<file path="config.mk">
export PLATFORM = sky130hd
export DESIGN_NAME = conv_tile_loader
export DESIGN_NICKNAME = d
export VERILOG_FILES = /design/src/rtl/conv_pkg.sv /design/src/rtl/rowmajor_ctr.sv /design/src/rtl/conv_tile_loader.sv
export SDC_FILE = /design/constraint.sdc
export NUM_CORES = 1
export LEC_CHECK = 0
export BUFFER_PORTS_ARGS = -buffer_cell sky130_fd_sc_hd__buf_2
export CAP_MARGIN = 10
export CORE_AREA = 2 2 418 420
export CTS_BUF_LIST = sky130_fd_sc_hd__clkbuf_4 sky130_fd_sc_hd__clkbuf_8
export CTS_CLUSTER_SIZE = 28
export DETAILED_ROUTE_END_ITERATION = 10
export DIE_AREA = 0 0 420 422
export PLACE_DENSITY = 0.54
export REMOVE_ABC_BUFFERS = 1
export SYNTH_ARGS = -nofsm -noshare
export SYNTH_HDL_FRONTEND = slang
export SYNTH_SLANG_ARGS = --single-unit
</file>
<file path="constraint.sdc">
create_clock -name clk -period 2.6 [get_ports clk]
set_input_delay 0.52 -clock clk [delete_from_list [all_inputs] [get_ports clk]]
set_output_delay 0.52 -clock clk [all_outputs]
set_load 0.05 [all_outputs]
</file>
<file path="src/rtl/conv_pkg.sv">
// Shared definitions for the convolution engine and the tile loader that feeds it.
package conv_pkg;
  localparam int TILE_R = 20;
  localparam int TILE_C = 6;
  localparam int K      = 3;
  localparam int DW     = 8;

  typedef logic [TILE_R-1:0][TILE_C-1:0][DW-1:0] tile_t;
  typedef logic [K-1:0][K-1:0][DW-1:0]           kern_t;

  typedef enum logic [1:0] {
    LOAD = 2'd0,
    FIRE = 2'd1,
    BUSY = 2'd2
  } loader_state_e;
endpackage

</file>
<file path="src/rtl/rowmajor_ctr.sv">
// Row-major (row, col) position counter; wrap pulses on the enabled step that leaves the last cell.
module rowmajor_ctr #(
  parameter int ROWS = 3,
  parameter int COLS = 3,
  localparam int RW = (ROWS > 1) ? $clog2(ROWS) : 1,
  localparam int CW = (COLS > 1) ? $clog2(COLS) : 1
) (
  input  logic          clk,
  input  logic          rst_n,
  input  logic          en,
  output logic [RW-1:0] row,
  output logic [CW-1:0] col,
  output logic          wrap
);
  logic last_col, last_row;

  assign last_col = (col == CW'(COLS-1));
  assign last_row = (row == RW'(ROWS-1));
  assign wrap     = en & last_col & last_row;

  always_ff @(posedge clk or negedge rst_n) begin
    if (!rst_n) begin
      row <= '0;
      col <= '0;
    end else if (en) begin
      if (last_col) begin
        col <= '0;
        row <= last_row ? '0 : row + RW'(1);
      end else begin
        col <= col + CW'(1);
      end
    end
  end
endmodule

</file>
<file path="src/rtl/conv_tile_loader.sv">
// Assembles a tile and a kernel from a byte stream, fires the engine, and holds both
// arrays frozen until the engine signals completion.
module conv_tile_loader #(
  parameter int TILE_R = conv_pkg::TILE_R,
  parameter int TILE_C = conv_pkg::TILE_C,
  parameter int K      = conv_pkg::K,
  parameter int DW     = conv_pkg::DW
) (
  input  logic                               clk,
  input  logic                               rst_n,
  input  logic                               s_valid,
  output logic                               s_ready,
  input  logic [DW-1:0]                      s_data,
  input  logic                               s_kern,
  output logic [TILE_R-1:0][TILE_C-1:0][DW-1:0] tile,
  output logic [K-1:0][K-1:0][DW-1:0]        kernel,
  output logic                               conv_start,
  input  logic                               conv_done,
  output logic                               busy,
  output logic [15:0]                        tile_cnt
);
  import conv_pkg::*;

  localparam int TRW = (TILE_R > 1) ? $clog2(TILE_R) : 1;
  localparam int TCW = (TILE_C > 1) ? $clog2(TILE_C) : 1;
  localparam int KW  = (K > 1) ? $clog2(K) : 1;

  loader_state_e state, nxt;

  logic           tile_full, kern_valid, done_q;
  logic           k_acc, t_acc, k_wrap, t_wrap;
  logic           fire_ok, done_rise;
  logic [TRW-1:0] tr;
  logic [TCW-1:0] tc;
  logic [KW-1:0]  kr, kc;

  assign k_acc = s_valid & s_ready & s_kern;
  assign t_acc = s_valid & s_ready & ~s_kern;

  rowmajor_ctr #(.ROWS(TILE_R), .COLS(TILE_C)) u_tile_ctr (
    .clk(clk), .rst_n(rst_n), .en(t_acc), .row(tr), .col(tc), .wrap(t_wrap)
  );

  rowmajor_ctr #(.ROWS(K), .COLS(K)) u_kern_ctr (
    .clk(clk), .rst_n(rst_n), .en(k_acc), .row(kr), .col(kc), .wrap(k_wrap)
  );

  // A kernel reload in progress (counters off origin) must block firing.
  assign fire_ok   = tile_full & kern_valid & (kr == '0) & (kc == '0);
  assign done_rise = (state == BUSY) & conv_done & ~done_q;

  always_ff @(posedge clk or negedge rst_n) begin
    if (!rst_n) state <= LOAD;
    else        state <= nxt;
  end

  always_comb begin
    nxt = state;
    case (state)
      LOAD:    if (fire_ok) nxt = FIRE;
      FIRE:    nxt = BUSY;
      BUSY:    if (done_rise) nxt = LOAD;
      default: nxt = LOAD;
    endcase
  end

  always_comb begin
    conv_start = 1'b0;
    busy       = 1'b0;
    s_ready    = 1'b0;
    case (state)
      LOAD:    s_ready = s_kern | ~tile_full;
      FIRE:    begin conv_start = 1'b1; busy = 1'b1; end
      BUSY:    busy = 1'b1;
      default: ;
    endcase
  end

  // done_q tracks conv_done every cycle so a level already high at BUSY entry is not an edge.
  always_ff @(posedge clk or negedge rst_n) begin
    if (!rst_n) begin
      tile       <= '0;
      kernel     <= '0;
      tile_full  <= 1'b0;
      kern_valid <= 1'b0;
      done_q     <= 1'b0;
      tile_cnt   <= '0;
    end else begin
      done_q <= conv_done;
      if (k_acc)  kernel[kr][kc] <= s_data;
      if (t_acc)  tile[tr][tc]   <= s_data;
      if (k_wrap) kern_valid     <= 1'b1;
      if (t_wrap)         tile_full <= 1'b1;
      else if (done_rise) tile_full <= 1'b0;
      if (done_rise) tile_cnt <= tile_cnt + 16'd1;
    end
  end
endmodule

</file>
## After elaboration in Yosys (flattened, before gate mapping)

Index checks and enable logic that the tools add are counted.
W data, S select, Z words.

| cells by class | value |
|---|---|
| $add $sub $neg | 5 |
| multiply operators | 0 |
| divide/modulo/power cells | 0 |
| $lt $le $gt $ge | 8 |
| equal/unequal tests | 8 |
| shift-type cells | 0 |
| mux-type cells | 22 |
| bitwise logic cells | 16 |
| reduce and logical (&&, ||, !) cells | 12 |

Operators by type and width:

| operator | number |
|---|---|
| $bwmux W960 | 1 |
| $demux W48 S5 | 1 |
| $bwmux W72 | 1 |
| $demux W24 S2 | 1 |
| $mux W48 | 1 |
| $demux W8 S3 | 1 |
| $mux W24 | 1 |
| $add A16 B1 Y16 const B | 1 |
| $demux W8 S2 | 1 |
| $mux W8 | 2 |
| $and A1 B1 Y1 | 12 |
| $mux W2 | 4 |
| $eq A2 B2 Y1 const B | 3 |
| $logic_not A2 Y1 | 3 |
| $lt A2 B3 Y1 const B | 2 |
| $lt A5 B6 Y1 const B | 1 |
| $pmux W2 S3 | 1 |
| $reduce_and A2 Y1 | 3 |
| $add A5 B1 Y5 const B | 1 |
| $eq A5 B5 Y1 const B | 1 |
| $ge A5 B1 Y1 const B | 1 |
| $mux W1 | 5 |
| $mux W5 | 1 |
| $add A2 B1 Y2 const B | 2 |
| other kinds (13) | 20 |

| word-level totals | value |
|---|---|
| flip-flop bits (word level) | 1065 |
| bits in latches | 0 |
| RAM bits | 0 |
| memory bits (read-only) | 0 |
| bits of input ports | 13 |
| output and inout bits | 1051 |
| word-level logic and storage cells | 209 |
| memories | 0 |

## Longest topological paths before layout

Gate-level depths: netlist of run 1.

| depth | value |
|---|---|
| depth in word-level cells | 8 |
| mapped depth | 9 |
| gate-level depth less buffers | 6 |

## By module

A second synthesis of run 1 with hierarchy kept.

| unflattened totals | value |
|---|---|
| cell total of the unflattened synthesis | 2540 |
| area total of the unflattened synthesis | 40610.2 um^2 |

Modules (own cells, without submodules):

| module | instances | cells an instance | area each (um^2) |
|---|---|---|---|
| conv_tile_loader | 1 | 2490 | 40037.1 |
| rowmajor_ctr at u_tile_ctr | 1 | 35 | 394.1 |
| rowmajor_ctr at u_kern_ctr | 1 | 15 | 178.9 |

## Worst setup path after synthesis of run 1

No wires, ideal clock.

| path | value |
|---|---|
| path type | register to output |
| start point | register state[0] |
| end point | output s_ready |
| arrival | 1825 ps |
| data required time | 2080 ps |
| setup slack | 255 ps |
| stages on the path, launching flop included | 4 |
| path buffers | 0 |
| cells stage by stage | dfrtp_1 inv_1 ha_1 a21boi_0 |

| on the way | value |
|---|---|
| word-level cells in the longest chain between the ends | 2 |

RTL lines:

| element | RTL line | source |
|---|---|---|
| start, declared | conv_tile_loader.sv:28 | `loader_state_e state, nxt;` |
| start signal, assigned | conv_tile_loader.sv:54 | `else state <= nxt;` |
| $logic_not A2 Y1 | conv_tile_loader.sv:71 | `case (state)` |
| $mux W1 | conv_tile_loader.sv:71 |  |
| end, declared | conv_tile_loader.sv:12 | `output logic s_ready,` |

No other way between the ends.

## Worst setup path after layout of run 1

Same ends and word-level chain as after synthesis.

==> impl_metrics.yaml, run 1 <==
status:
  outcome: "finished, final reports clean"
synth:
  ys.flop_type: "dfrtp_1"
  ys_async_sr_fraction: 1.00
  synth_adder_area_share: 0.00246
  synth_xor_area_frac: 0.00366
  synthesis.area_sq_um: 40700
  synth_cell_type_count: 43
  synth_mux_area_frac: 0.287
  synth-simple-area-share: 0.0343
  synth.avg_cell_area_sq_um: 16.0
  ys_warn_count: 0
  syn_inst: 2538
  synth_top_family_by_area: "multiplexers"
  synth-edff-count: 0
  synth-seq-cells: 1065
  yosysSeqAreaShare: 0.655
  synth_compound_area_frac: 0.00243
worst_setup_path:
  arrival_ns: 1.98
  crit-reg2reg-launch: "state[0]$_DFFE_PN0P_"
  crit_type: "flip-flop to primary output"
  startpoint_type: "flip-flop"
  required_ns: 2.08
  critical_path_peak_fanout: 5
  reg2reg_slack_ns: 0.17
  endpoint_kind: "primary output"
  timing.rr.end: "tile[896]$_DFFE_PN0P_"
  r2r_cells: 9
hold_path:
  whs_path_depth: 2
  hold_path_class: "primary input to flip-flop"
  hold_end: "kernel[38]$_DFFE_PN0P_"
  hp-start: "s_data[6]"
global_routing:
  grt_overflow: 0
  grt_start_max_net_pins: 103
  grt_pass1_wl_um: 215000
  antenna_found_initial: 5
  grt_usage: 0.169
  grt_pass1_vias: 27900
clock_network:
  cts_tree: "built"
  clk_latency_ns: 0.97
  htreeDepth: 4
  path_clk_slew_ns: 0.05
  clock_sinks: 1065
  clockRootBuffer: "clkbuf_8"
  clockBufferDepth: 3
  cts_buffers: 188
drt:
  dr.pass1.iters: 5
  drtIter0Drc: 1126
  wl_um: 154000
  detail-route-antenna-nets: 0
  detailroute.via_count: 27000
  drc: 0
  via_per_inst: 4.26
  drt-wirelength-per-cell_um: 24.3
timing:
  finalMaxSlewViolations: 0
  fin_crit_sh: 0.960
  fin_skew_ns: 0.0658
  setup_violations: 0
  min_period_ns: 2.50
  hold_violations: 0
  slew_headroom: 0.557
  worstMarginPinSlew_ns: 0.665
  fmax_ghz: 0.401
  rsz0062_at_grt: "yes"
power_and_ir_drop:
  ir_worst_vdd_mv: 0.573
  p_per_area_nw_per_um2: 952
  total_power_uw: 52700
  p_leak_uw: 0.0304
die:
  fp.coreArea_sq_um: 173000
  die-area_sq_um: 177000
  io_pins: 1064
  dieHeight_um: 422
  rows: 153
  die_x_um: 420
  start_util: 0.235
job:
  cap_viol_max_count: 0
final_layout:
  mostFrequentLayoutCells: "dfrtp_1, buf_2, mux2_2, clkbuf_8, buf_4"
  final_nets: 3882
  final_util: 0.320
  syn_to_final_growth_pct: 36.1
  drive_above_1_share: 0.686
  final_common_cell: "dfrtp_1"
place:
  portBuffers: 1063
  gp_congestion: 0.797
  hpwl_um: 110000
-- worst max path at each step --
stage                              start               endpoint  slack, ns
floorplan           state[0]$_DFFE_PN0P_  tile[112]$_DFFE_PN0P_      -0.29
detailed placement  state[0]$_DFFE_PN0P_  tile[433]$_DFFE_PN0P_      -0.09
finish              state[0]$_DFFE_PN0P_                s_ready       0.10
global route        state[0]$_DFFE_PN0P_                s_ready      -0.06
global placement    state[0]$_DFFE_PN0P_  tile[432]$_DFFE_PN0P_      -0.08
CTS                 state[0]$_DFFE_PN0P_                s_ready      -0.03
-- cell families (layout without fill, tap and decap cells) --
group | after synthesis | count (layout)
buffers and inverters | 156 | 1626
AND/OR/NAND/NOR | 244 | 244
adder cells (fa/ha/maj) | 8 | 8
multiplexers | 1033 | 1033
other | 0 | 6
AO/OA/AOI/OAI | 15 | 15
flip-flops | 1065 | 1065
XOR/XNOR | 17 | 17
-- cells in the mapped netlist, types with 2 or more instances --
library cell / n / area share
buf_2: 10 / 0.0012
nand3_1: 15 / 0.0018
nor2_1: 16 / 0.0015
nor3_1: 5 / 0.00061
mux2_2: 1008 / 0.28
nor2b_1: 10 / 0.0015
buf_1: 2 / 0.00018
clkbuf_1: 127 / 0.012
nand3b_1: 5 / 0.00092
a21o_1: 3 / 0.00055
nand2_2: 48 / 0.0074
xor2_1: 3 / 0.00065
and3_1: 13 / 0.0020
nor2_2: 62 / 0.0095
a21boi_0: 2 / 0.00037
inv_1: 8 / 0.00074
mux2_1: 17 / 0.0047
and2_0: 3 / 0.00046
buf_4: 7 / 0.0013
dfrtp_1: 1065 / 0.66
xnor2_1: 14 / 0.0030
mux2_4: 8 / 0.0030
nand4_1: 7 / 0.0011
a21o_2: 2 / 0.00043
nand2b_1: 8 / 0.0012
ha_1: 8 / 0.0025
nand2_1: 41 / 0.0038
o21ai_0: 5 / 0.00061
or2_2: 2 / 0.00031
-- report_power, final --
group	leakage [uW]	switching, uW	internal, uW
Clock	0.00217	7320	9530
Combinational	0.0136	11900	3900
Sequential	0.0147	1190	18900
-- worst max-delay path, stage by stage, from the launching register on --
cell	delay (ns)
dfrtp_1	0.41
inv_2	0.11
ha_4	0.16
a21boi_4	0.19
buf_8	0.17
-- per-stage QoR --
step                      cell area, sq um  setup slack, ns  hold WS, ns  cells  setup TNS, ns
after floorplan                      40100           -0.286        0.224   2390         -60.87
after global placement               51100          -0.0838        0.455   5982          -3.49
after detailed placement             51100          -0.0905        0.462   5982          -5.19
after CTS                            55300          -0.0280       0.0727   6330        -0.0280
after global routing                 55400          -0.0598       0.0794   6338        -0.0598
final                                55400            0.104        0.192   6339              0
-- state kept, by name, summed over array words and instances (netlist names) --
register        count
tile              960
kernel             72
tile_cnt           16
u_tile_ctr.row      5
u_tile_ctr.col      3
state               2
u_kern_ctr.col      2
u_kern_ctr.row      2
done_q              1
kern_valid          1
tile_full           1
-- final cells by class --
cell class                 count  area, sq um
sequential                  1065        26700
timing repair buffer        1281         8190
antenna                        6         15.0
inverter                       8         30.0
multi-input combinational   1317        13500
fill                       17400       118000
tap                         2325         2910
clock buffer                 302         3740
clock inverter                35          370
-- timing repair --
action                     CTS  global route
setup buffers                1             3
pin swaps                    1             0
hold buffers                10             0
gates resized for setup     12             4
setup endpoints to repair  171            22
hold endpoints to repair   899             0
-- routing by layer --
layer  vias up  track usage  wire, um  part of all wire
met2       792        0.291     78100              0.51
met3       271       0.0410      7890             0.051
met5         -            0         7          0.000046
met1     14400        0.198     61200              0.40
met4         2       0.0779      6560             0.043
li1      11600            -         -                 -
Note: power is estimated with default switching activity, not from simulation.
==> run 2, diff against run 1 <==
REMOVE_ABC_BUFFERS = not set   (was 1)
==> impl_metrics.yaml, run 2 (synthesis results as in run 1) <==
die:
  dieHeight_um: 422
  start_util: 0.235
  fp.coreArea_sq_um: 173000
  die_x_um: 420
  die-area_sq_um: 177000
  rows: 153
  io_pins: 1064
clock_network:
  path_clk_slew_ns: 0.06
  clockBufferDepth: 3
  clk_latency_ns: 0.91
  cts_buffers: 188
  htreeDepth: 4
  clockRootBuffer: "clkbuf_8"
  clock_sinks: 1065
  cts_tree: "built"
final_layout:
  syn_to_final_growth_pct: 36.3
  largest_register: "tile"
  largest_reg_flops: 960
  top_regs: "tile (960), kernel (72), tile_cnt (16)"
  final_util: 0.321
  final_common_cell: "dfrtp_1"
  mostFrequentLayoutCells: "dfrtp_1, buf_2, mux2_2, clkbuf_8, buf_4"
  fill_cells: 17400
  final_nets: 3869
  drive_above_1_share: 0.686
hold_path:
  hp-start: "s_data[2]"
  hold_end: "tile[66]$_DFFE_PN0P_"
  whs_path_depth: 2
  hold_path_class: "primary input to flip-flop"
worst_setup_path:
  reg2reg_slack_ns: 0.19
  timing.rr.end: "tile[404]$_DFFE_PN0P_"
  arrival_ns: 1.92
  r2r_cells: 6
  critical_path_peak_fanout: 4
  crit-reg2reg-launch: "u_tile_ctr.row[4]$_DFFE_PN0P_"
  startpoint_type: "flip-flop"
  required_ns: 2.08
  crit_type: "flip-flop to primary output"
  endpoint_kind: "primary output"
global_routing:
  grt_start_max_net_pins: 97
  grt_pass1_vias: 27900
  grt_usage: 0.170
  antenna_found_initial: 5
  grt_overflow: 0
  grt_pass1_wl_um: 217000
power_and_ir_drop:
  p_leak_uw: 0.0304
  clockPowerShare: 0.329
  seqPwrFrac: 0.376
  pwr-share-comb: 0.295
  internal_power_uw: 32900
  ir_worst_vdd_mv: 0.480
  p_per_area_nw_per_um2: 963
  switchingPower_uw: 20600
  sw_frac_of_total: 0.385
status:
  outcome: "finished, final reports clean"
place:
  gp_congestion: 0.805
  portBuffers: 1063
  hpwl_um: 111000
  dpl_worst_slack_ns: -0.0104
drt:
  drt-wirelength-per-cell_um: 24.2
  dr.pass1.iters: 4
  via_per_inst: 4.26
  drc: 0
  wl_um: 153000
  detailroute.via_count: 26900
  drtIter0Drc: 1205
  detail-route-antenna-nets: 0
timing:
  min_period_ns: 2.44
  fin_skew_ns: 0.0370
  worstMarginPinSlew_ns: 0.842
  setup_violations: 0
  hold_violations: 0
  finalMaxSlewViolations: 0
  slew_headroom: 0.439
  fin_crit_sh: 0.940
  fin_ws_ns: 0.156
  fmax_ghz: 0.409
  hold_ws_ns: 0.157
synth:
  synth_nets: 2559
job:
  cap_viol_max_count: 0
[run 2: changes by cell type in the layout (fill, tap and decap cells not counted), sizes merged]
| cell | change |
|---|---|
| buf | -12 |
| bufinv | +6 |
| clkinvlp | -4 |
| clkbuf | -3 |
| clkinv | +3 |
| inv | +2 |
| dlygate4sd3 | -1 |
[run 2: how the worst max path moves through the flow]
stage / from / endpoint / slack [ns] / depth (start not counted)
floorplan: state[0]$_DFFE_PN0P_ / s_ready / 0.26 / 3
global placement: u_tile_ctr.row[1]$_DFFE_PN0P_ / tile[439]$_DFFE_PN0P_ / -0.01 / 8
detailed placement: state[0]$_DFFE_PN0P_ / tile[786]$_DFFE_PN0P_ / -0.01 / 9
CTS: state[0]$_DFFE_PN0P_ / s_ready / -0.02 / 4
global route: state[1]$_DFFE_PN0P_ / s_ready / -0.004 / 4
finish: state[1]$_DFFE_PN0P_ / s_ready / 0.16 / 4
[run 2: final cells by class]
cell class                      count  area (sq um)  area share
Multi-Input combinational cell   1317         13400       0.242
Timing Repair Buffer             1268          8080       0.146
Antenna cell                        6          15.0    0.000271
Sequential cell                  1065         26700       0.481
Inverter                            8          30.0    0.000541
Clock buffer                      299          3730      0.0672
Tap cell                         2325          2910      0.0525
Clock inverter                     42           598      0.0108
[run 2: power by group through the flow]
stage	Combinational [uW]	Clock, uW	Sequential [uW]
finish	15700	17600	20100
global placement	15900	0	20300
floorplan	3000	0	28100
detailed placement	15900	0	20400
CTS	16000	18100	20100
global route	16300	18900	20400
[run 2: worst max-delay path: stages (launching register included)]
cell and delay [ns]:
dfrtp_1 0.41, inv_2 0.10, ha_4 0.16, a21boi_2 0.17, buf_6 0.18
[run 2: routing by layer]
metal,GRT usage,vias up,share of wire
met3,0.0425,244,0.054
li1,-,11600,-
met5,0,-,0
met4,0.0641,0,0.034
met1,0.198,14400,0.39
met2,0.298,761,0.52
[run 2: what timing repair did]
item / CTS / global route
hold endpoints to repair: 443 / 0
gates resized for setup: 10 / 2
setup buffers: 0 / 3
endpoints found under the setup margin: 45 / 20
hold buffers: 9 / 0
pin swaps: 0 / 1
[run 2: per-stage QoR]
stage | total power [uW] | cell area [sq um] | setup TNS [ns] | instances
final | 53400 | 55500 | 0 | 6330
after floorplan | 31100 | 40700 | 0 | 2538
after global placement | 36200 | 51000 | -0.135 | 5971
after CTS | 54200 | 55400 | -0.0155 | 6321
after global routing | 55600 | 55500 | -0.00370 | 6329
after detailed placement | 36300 | 51000 | -0.0589 | 5971
